`src/rtl/mem_arb_pkg.sv`:
```
// Shared types for the memory port arbiter: FSM states, grant identifiers
// and the width of the latency and streak counters.
package mem_arb_pkg;

    localparam int CNT_W = 4;

    typedef enum logic [1:0] {
        IDLE  = 2'd0,
        ISSUE = 2'd1,
        WAIT  = 2'd2,
        RESP  = 2'd3
    } state_t;

    typedef enum logic {
        GNT_IF = 1'b0,
        GNT_D  = 1'b1
    } grant_t;

endpackage

```
`src/rtl/mem_port_arbiter_arb_priority.sv`:
```
// Winner selection between fetch and data requests. Data normally wins a
// tie, but a streak counter of data grants made while a fetch waits hands
// the port to fetch once the streak reaches STARVE_MAX.
module arb_priority
    import mem_arb_pkg::*;
#(
    parameter int STARVE_MAX = 4
) (
    input  logic   clk,
    input  logic   reset,
    input  logic   if_req,
    input  logic   d_req,
    input  logic   idle,
    input  logic   gnt_evt,
    input  grant_t gnt_type,
    output grant_t winner
);

    localparam logic [CNT_W-1:0] STREAK_LIM = CNT_W'(STARVE_MAX);

    logic [CNT_W-1:0] streak;

    // Streak counter: counts data grants that overtook a pending fetch.
    always_ff @(posedge clk or posedge reset) begin
        if (reset) begin
            streak <= '0;
        end else if ((idle && !if_req) || (gnt_evt && gnt_type == GNT_IF)) begin
            streak <= '0;
        end else if (gnt_evt && if_req && streak != STREAK_LIM) begin
            streak <= streak + 1'b1;
        end
    end

    // Winner: fetch when it is alone or when data has starved it long enough.
    always_comb begin
        winner = GNT_D;
        if (if_req && (!d_req || streak == STREAK_LIM)) begin
            winner = GNT_IF;
        end
    end

endmodule

```
`src/rtl/mem_port_arbiter.sv`:
```
// Single memory port sequencer: arbitrates fetch and data requests, issues
// one fixed-latency access at a time and returns the read data.
// Optional alignment checking is enabled by MEM_ARB_ALIGN_CHECK_EN; when it
// is undefined the error outputs stay 0 and addresses pass through as-is.
module mem_port_arbiter
    import mem_arb_pkg::*;
#(
    parameter int MEM_LAT    = 2,
    parameter int STARVE_MAX = 4
) (
    input  logic        clk,
    input  logic        reset,
    input  logic        if_req,
    input  logic [63:0] if_addr,
    output logic        if_ack,
    output logic        if_rvalid,
    output logic [31:0] if_rdata,
    output logic        if_err,
    input  logic        d_req,
    input  logic        d_we,
    input  logic [63:0] d_addr,
    input  logic [63:0] d_wdata,
    output logic        d_ack,
    output logic        d_rvalid,
    output logic [63:0] d_rdata,
    output logic        d_err,
    output logic [63:0] mem_addr,
    output logic        mem_rd,
    output logic        mem_wr,
    output logic [63:0] mem_wdata,
    input  logic [63:0] mem_rdata,
    output logic        busy
);

    // Handshake: a requester holds req and its fields stable until the
    // one-cycle ack; the matching rvalid pulse arrives later and always
    // follows exactly one ack. Requests seen outside IDLE simply wait.

    state_t           state;
    state_t           state_nx;
    grant_t           winner;
    grant_t           gnt;
    logic             idle;
    logic             gnt_evt;
    logic             mis_now;
    logic             lat_we;
    logic             lat_mis;
    logic [63:0]      lat_addr;
    logic [63:0]      lat_wdata;
    logic [CNT_W-1:0] cnt;
    logic [63:0]      cap;

    assign idle    = (state == IDLE);
    assign gnt_evt = idle && (if_req || d_req);

    arb_priority #(
        .STARVE_MAX(STARVE_MAX)
    ) u_prio (
        .clk      (clk),
        .reset    (reset),
        .if_req   (if_req),
        .d_req    (d_req),
        .idle     (idle),
        .gnt_evt  (gnt_evt),
        .gnt_type (winner),
        .winner   (winner)
    );

    // Misalignment of the request about to be granted.
    always_comb begin
        mis_now = 1'b0;
`ifdef MEM_ARB_ALIGN_CHECK_EN
        if (winner == GNT_IF) begin
            mis_now = (if_addr[1:0] != 2'b00);
        end else begin
            mis_now = (d_addr[2:0] != 3'b000);
        end
`endif
    end

    // State register.
    always_ff @(posedge clk or posedge reset) begin
        if (reset) begin
            state <= IDLE;
        end else begin
            state <= state_nx;
        end
    end

    // Next state: stores and rejected accesses skip the latency wait.
    always_comb begin
        state_nx = state;
        unique case (state)
            IDLE:  if (gnt_evt) state_nx = ISSUE;
            ISSUE: state_nx = (lat_mis || lat_we) ? RESP : WAIT;
            WAIT:  if (cnt == '0) state_nx = RESP;
            RESP:  state_nx = IDLE;
            default: state_nx = IDLE;
        endcase
    end

    // Datapath: latch the winner, run the latency counter, capture read data.
    always_ff @(posedge clk or posedge reset) begin
        if (reset) begin
            gnt       <= GNT_IF;
            lat_we    <= 1'b0;
            lat_mis   <= 1'b0;
            lat_addr  <= '0;
            lat_wdata <= '0;
            cnt       <= '0;
            cap       <= '0;
        end else begin
            unique case (state)
                IDLE: begin
                    if (gnt_evt) begin
                        gnt       <= winner;
                        lat_we    <= (winner == GNT_D) && d_we;
                        lat_mis   <= mis_now;
                        lat_addr  <= (winner == GNT_IF) ? if_addr : d_addr;
                        lat_wdata <= d_wdata;
                    end
                end
                ISSUE: begin
                    cnt <= CNT_W'(MEM_LAT - 1);
                    if (lat_mis) begin
                        cap <= '0;
                    end
                end
                WAIT: begin
                    if (cnt == '0) begin
                        cap <= mem_rdata;
                    end else begin
                        cnt <= cnt - 1'b1;
                    end
                end
                default: begin
                end
            endcase
        end
    end

    // Outputs: pulses in ISSUE and RESP only; everything else is 0.
    always_comb begin
        if_ack    = 1'b0;
        d_ack     = 1'b0;
        if_rvalid = 1'b0;
        d_rvalid  = 1'b0;
        if_err    = 1'b0;
        d_err     = 1'b0;
        mem_rd    = 1'b0;
        mem_wr    = 1'b0;
        mem_addr  = '0;
        mem_wdata = '0;
        unique case (state)
            ISSUE: begin
                if (gnt == GNT_IF) if_ack = 1'b1;
                else               d_ack  = 1'b1;
                if (!lat_mis) begin
                    mem_addr = lat_addr;
                    if (lat_we) begin
                        mem_wr    = 1'b1;
                        mem_wdata = lat_wdata;
                    end else begin
                        mem_rd = 1'b1;
                    end
                end
            end
            RESP: begin
                if (gnt == GNT_IF) begin
                    if_rvalid = 1'b1;
`ifdef MEM_ARB_ALIGN_CHECK_EN
                    if_err    = lat_mis;
`endif
                end else begin
                    d_rvalid = 1'b1;
`ifdef MEM_ARB_ALIGN_CHECK_EN
                    d_err    = lat_mis;
`endif
                end
            end
            default: begin
            end
        endcase
    end

    assign busy     = (state != IDLE);
    assign if_rdata = cap[63:32];
    assign d_rdata  = cap;

endmodule
```
`config.mk`:
```
export PLATFORM = sky130hd
export DESIGN_NAME = mem_port_arbiter
export DESIGN_NICKNAME = d
export VERILOG_FILES = /design/src/rtl/mem_arb_pkg.sv /design/src/rtl/mem_port_arbiter_arb_priority.sv /design/src/rtl/mem_port_arbiter.sv
export SDC_FILE = /design/constraint.sdc
export NUM_CORES = 1
export LEC_CHECK = 0
export ABC_AREA = 1
export BUFFER_PORTS_ARGS = -buffer_cell sky130_fd_sc_hd__buf_2
export CORE_AREA = 2 2 193 195
export DETAILED_ROUTE_END_ITERATION = 10
export DIE_AREA = 0 0 195 197
export PLACE_DENSITY = 0.62
export SLEW_MARGIN = 0
export SYNTH_ARGS = -nofsm -noshare
export SYNTH_HDL_FRONTEND = slang
export SYNTH_HIERARCHICAL = 1
export SYNTH_SLANG_ARGS = --single-unit
export TNS_END_PERCENT = 5
```
`constraint.sdc`:
```
create_clock -name clk -period 10.1 [get_ports clk]
set_input_delay 2.02 -clock clk [delete_from_list [all_inputs] [get_ports clk]]
set_output_delay 2.02 -clock clk [all_outputs]
set_load 0.01 [all_outputs]
```
## Word-level counts from Yosys, hierarchy flattened

Cells that the tools add are included.
W data, S select, Z words.

| word-level totals | value |
|---|---|
| output and inout bits | 233 |
| bits in registers | 204 |

| cells by class | value |
|---|---|
| $add $sub $neg | 2 |
| reduce and logical (&&, ||, !) cells | 21 |
| bitwise gates (word level) | 1 |
| mux-type cells | 25 |
| equal/unequal tests | 8 |

Operator list:

| kind | number |
|---|---|
| $mux W64 | 6 |
| $mux W1 | 12 |
| $mux W4 | 3 |
| $pmux W2 S4 | 1 |
| $pmux W4 S2 | 1 |
| $logic_and A1 B1 Y1 | 7 |
| $reduce_and A2 Y1 | 3 |
| $reduce_bool A2 Y1 | 3 |
| $add A4 B1 Y4 const B | 1 |
| $eq A2 B2 Y1 const B | 2 |
| $eq A4 B3 Y1 const B | 1 |
| $logic_not A4 Y1 | 1 |
| $mux W2 | 2 |
| $ne A2 B2 Y1 const B | 2 |
| $ne A4 B3 Y1 const B | 1 |
| $sub A4 B1 Y4 const B | 1 |
| $logic_or A1 B1 Y1 | 3 |
| $reduce_and A3 Y1 | 1 |
| $eq A2 B1 Y1 const B | 1 |
| $logic_not A1 Y1 | 2 |
| $logic_not A2 Y1 | 1 |
| $ne A2 B1 Y1 const B | 1 |
| $not A1 Y1 | 1 |

## Logic depth before layout (Yosys ltp)

| logic depth | value |
|---|---|
| depth after elaboration | 6 |
| gate-level depth with buffers | 11 |
| gate-level depth less buffers | 11 |

## Hierarchy

The synthesis kept the hierarchy.

Modules (own cells, without submodules):

| module | area an instance (µm²) | cells each | seq. area each (µm²) | times used |
|---|---|---|---|---|
| mem_port_arbiter | 9880.7 | 1273 | 5004.8 | 1 |
| arb_priority | 280.3 | 39 | 100.1 | 1 |

## Worst setup path before layout

No wires, ideal clock.

| timing path | value |
|---|---|
| kind | reg2out |
| start point | register state[1] |
| end point | output port mem_wr |
| required time | 8.080 ns |
| path buffers | 2 |
| data arrival time | 1.318 ns |
| cell stages (with the launch flop) | 7 |
| slack | 6.762 ns |
| path through | dfrtp_1 > inv_1 > ha_1 > nand2_1 > clkbuf_1 > buf_2 > inv_1 |

| between the ends | value |
|---|---|
| word-level cells in the longest chain between the ends | 2 |

RTL lines:

| item | RTL line | text |
|---|---|---|
| from (decl) | mem_port_arbiter.sv:39 | `state_t state;` |
| from (signal assigned) | mem_port_arbiter.sv:86 | `state <= state_nx;` |
| $eq A2 B1 Y1 | mem_port_arbiter.sv:154 | `unique case (state)` |
| $mux W1 | mem_port_arbiter.sv:154 |  |
| to (decl) | mem_port_arbiter.sv:29 | `output logic mem_wr,` |

No other way between the ends.

## Worst setup path in the final report

| timing path | value |
|---|---|
| start point | register state[1] |
| end point | output port mem_wdata[32] |

| between the ends | value |
|---|---|
| word-level cells in the longest chain between the ends | 2 |

RTL lines:

| item | RTL line | text |
|---|---|---|
| $eq A2 B1 Y1 | mem_port_arbiter.sv:154 |  |
| $mux W64 | mem_port_arbiter.sv:154 |  |
| to (decl) | mem_port_arbiter.sv:30 | `output logic [63:0] mem_wdata,` |

No other way between the ends.

==> summary.md <==
| Metric | Value |
|---|---|
| Result of the run | complete, no violations |
| Count of TritonRoute iterations in the first routing pass | 5 |
| Largest stage delay, worst path | 0.82 ns |
| Biggest area consumer among synthesized cells | sky130_fd_sc_hd__dfrtp_1 |
| Iteration-0 DRC Markers | 365 |
| Clock tree root buffer cell | sky130_fd_sc_hd__clkbuf_16 |
| Max Fclk | 192 MHz |
| Area of the core | 0.0363 mm^2 |
| Final design area excluding fillers | 0.0133 mm^2 |
| Hold-fix buffers at CTS | 0 |
| Largest voltage drop on the vdd net | 159 uV |
| GRT overflow | 0 |
| Sequential fraction of the synthesis area | 50.2% |
| Wire length of the first global-routing pass | 46.8 mm |
| Cells traversed along the worst timing path | inv_1 -> ha_2 -> buf_4 -> nand2_2 -> nor2_1 -> buf_2 |
| Post-CTS sizing | 0 |
| Total Routing Usage GR | 15.0% |
| Count of standard-cell rows | 70 |
| Via count | 9,310 |
| Min-delay worst type | reg -> reg |
| Number of buffers on the longest clock path | 3 |
| Total placed instance area | 0.0126 mm^2 |
| Detailed placement HPWL | 21.6 mm |
| Worst hold slack across all endpoints | 0.463 ns |
| Total chip power | 3.89 mW |
| Number of buffers added by the clock tree synthesis step | 24 |
| Fraction of registers with async set/reset | 100% |
| Post-synthesis instance area | 0.0102 mm^2 |
| Detail Route met2 WL | 14.5 mm |
| # clock sinks | 204 |
| Minimum clock period | 5.21 ns |
| Max-slew violations | 0 |
| Transition time of the tightest slew-check pin | 1.19 ns |
| Maximum number of pins on one net before global-route repair | 133 |
| Number of antenna violations at the first check in global routing | 1 |
| Path type of the worst setup path | reg -> out |
| Period utilisation layout | 51.6% |
| Wire length on met3 | 2.14 mm |
| Synthesized area divided by synthesized cell count | 7.74 um^2 |
| Met1 wire length | 12.3 mm |
| TritonCTS clock tree | yes |
| Family with the most delay on the worst path | simple AND/OR/NAND/NOR gates |
| Critical path buffer and inverter count | 3 |
| Horizontal die dimension | 195 um |
| Count of pins on the block boundary | 494 |
| Setup repair after global routing missed its margin | false |
| Worst endpoint data arrival time | 3.19 ns |
| Highest-count cells in the layout ignoring fill and taps | sky130_fd_sc_hd__buf_2 (491), sky130_fd_sc_hd__nand2_1 (417), sky130_fd_sc_hd__inv_1 (211) |
| Initial core utilization | 28.0% |
| Number of global-route vias before repair | 8,916 |
| Cell types occupying the most area after synthesis | sky130_fd_sc_hd__dfrtp_1 (50%), sky130_fd_sc_hd__nand2_1 (15%), sky130_fd_sc_hd__inv_1 (7.8%) |
| Total number of H-tree levels | 1 |
| Number of setup buffers added after CTS | 0 |
| Endpoint class of the critical path | primary output |
| Layout overhead on the synthesized area | 30.6% |
| IO Port Bufs | 491 |
| Fraction of post-synthesis cell area in the top cell type by area | 50.2% |
| Clock-pin slew on the worst setup and hold paths | 0.06 ns |
| Skew final | 0.00930 ns |
| Vertical extent of the die | 197 um |
| Antenna Cells | 0 |
| Worst skew pair latency | 0.52 ns |
| Worst max-slew margin expressed relative to the limit | 20.7% |
| Number of nets in the layout | 1,998 |
| Die area | 0.0384 mm^2 |
| Count of warnings emitted by yosys | 6 |
| Startpoint type of the worst setup path | flip-flop |
| Total power per unit cell area | 293 mW/mm^2 |
| Number of hold violations in the final report | 0 |
| Distinct cells, synth | 23 |
| Gp weighted congestion | 0.873 |
| Number of setup violations in the final report | 0 |
| Post-synthesis register bit count | 204 |
| Critical path peak fanout | 67 |
| Via-per-instance ratio | 4.22 |
| Wirelength, routed | 29.8 mm |
| Cells after Synth | 1,312 |
| Share of layout cells above drive strength 1 | 33.3% |
| Leak pwr | 8.08 nW |
| Most common cell after layout, fill and taps aside | sky130_fd_sc_hd__buf_2 |
| Dominant register cell in the synthesized netlist | sky130_fd_sc_hd__dfrtp_1 |
| Library cell contributing the largest single delay on the critical path | sky130_fd_sc_hd__nand2_2 |
| Highest routing layer actually used | met5 |
| Maxcap violations | 0 |
| TNS Setup | 0 ns |
| Post-synth EDFFs | 0 |
| Post-route DRC | 0 |
| Data required time at the worst endpoint | 8.08 ns |
| Antenna viol nets, final | 0 |
| Routed wirelength normalized by instance count | 13.5 um |
where the power goes:
| part | internal [mW] | leakage (nW) | switching (mW) |
|---|---|---|---|
| sequential | 1.22 | 2.51 | 0.195 |
| combinational | 0.592 | 5.23 | 1.10 |
| clock | 0.452 | 0.335 | 0.333 |
| total | 2.27 | 8.08 | 1.63 |
stage by stage:
step | worst slack, ns | std cells | util, %
finish | 4.89 | 2205 | 36.6
global placement | 5.59 | 2170 | 34.7
CTS | 4.79 | 2205 | 36.6
global route | 4.58 | 2205 | 36.6
detailed placement | 5.38 | 2170 | 34.7
floorplan | 2.63 | 1313 | -
worst min-delay path, stage by stage (launching register included):
cell and delay, ns:
sky130_fd_sc_hd__dfrtp_1 0.34, sky130_fd_sc_hd__nand2_1 0.05, sky130_fd_sc_hd__nand2_1 0.05
path summary, 6_finish.rpt:
path / from / to / slack [ns] / cells past startpoint
worst max-delay path: state[1] / mem_wdata[32] / 4.89 / 6
worst min-delay path: d_rdata[11] / d_rdata[11] / 0.46 / 2
worst max register to register: state[1] / state[0] / 7.34 / 7
worst min register to register: d_rdata[11] / d_rdata[11] / 0.46 / 2
max in group asynchronous: reset / lat_addr[1] / 6.88 / 3
min in group asynchronous: reset / u_prio/streak[2] / 1.43 / 2
layout make-up:
cell class | count | area, um^2
fill | 3865 | 23000
sequential | 204 | 5100
multi-input combinational | 785 | 3560
timing repair buffer | 499 | 2520
inverter | 214 | 813
clock buffer | 33 | 664
tap | 468 | 586
clock inverter | 2 | 21.3
cell families after synthesis:
logic type	share of synthesized area, %
simple gates	22.2
buf+inv	14.9
flops	50.2
compound gates	11.3
fa+ha+maj	1.11
xor+xnor	0.172
other cells	0.0369
flip-flops by register name (all words and copies together), names as in the netlist:
register / count
cnt: 4
d_rdata: 64
gnt: 1
lat_addr: 64
lat_wdata: 64
lat_we: 1
state: 2
u_prio/streak: 4
Yosys cell counts (2+ instances only):
cell type / n
sky130_fd_sc_hd__buf_1: 5
sky130_fd_sc_hd__buf_2: 31
sky130_fd_sc_hd__buf_4: 44
sky130_fd_sc_hd__buf_6: 12
sky130_fd_sc_hd__clkbuf_1: 18
sky130_fd_sc_hd__dfrtp_1: 204
sky130_fd_sc_hd__ha_1: 9
sky130_fd_sc_hd__inv_1: 212
sky130_fd_sc_hd__inv_2: 2
sky130_fd_sc_hd__nand2_1: 419
sky130_fd_sc_hd__nand2_2: 3
sky130_fd_sc_hd__nand3_1: 73
sky130_fd_sc_hd__nand4_1: 2
sky130_fd_sc_hd__nor2_1: 71
sky130_fd_sc_hd__nor2_2: 2
sky130_fd_sc_hd__o21ai_0: 134
sky130_fd_sc_hd__o21ai_1: 29
sky130_fd_sc_hd__o21ai_2: 36
sky130_fd_sc_hd__xor2_1: 2
metal layers:
metal | up-vias | global-route usage, %
li1 | 4755 | -
met1 | 4176 | 18.5
met2 | 332 | 26.4
met3 | 45 | 3.42
met4 | 2 | 4.27
met5 | - | 0
(Power assumes the default switching activity.)
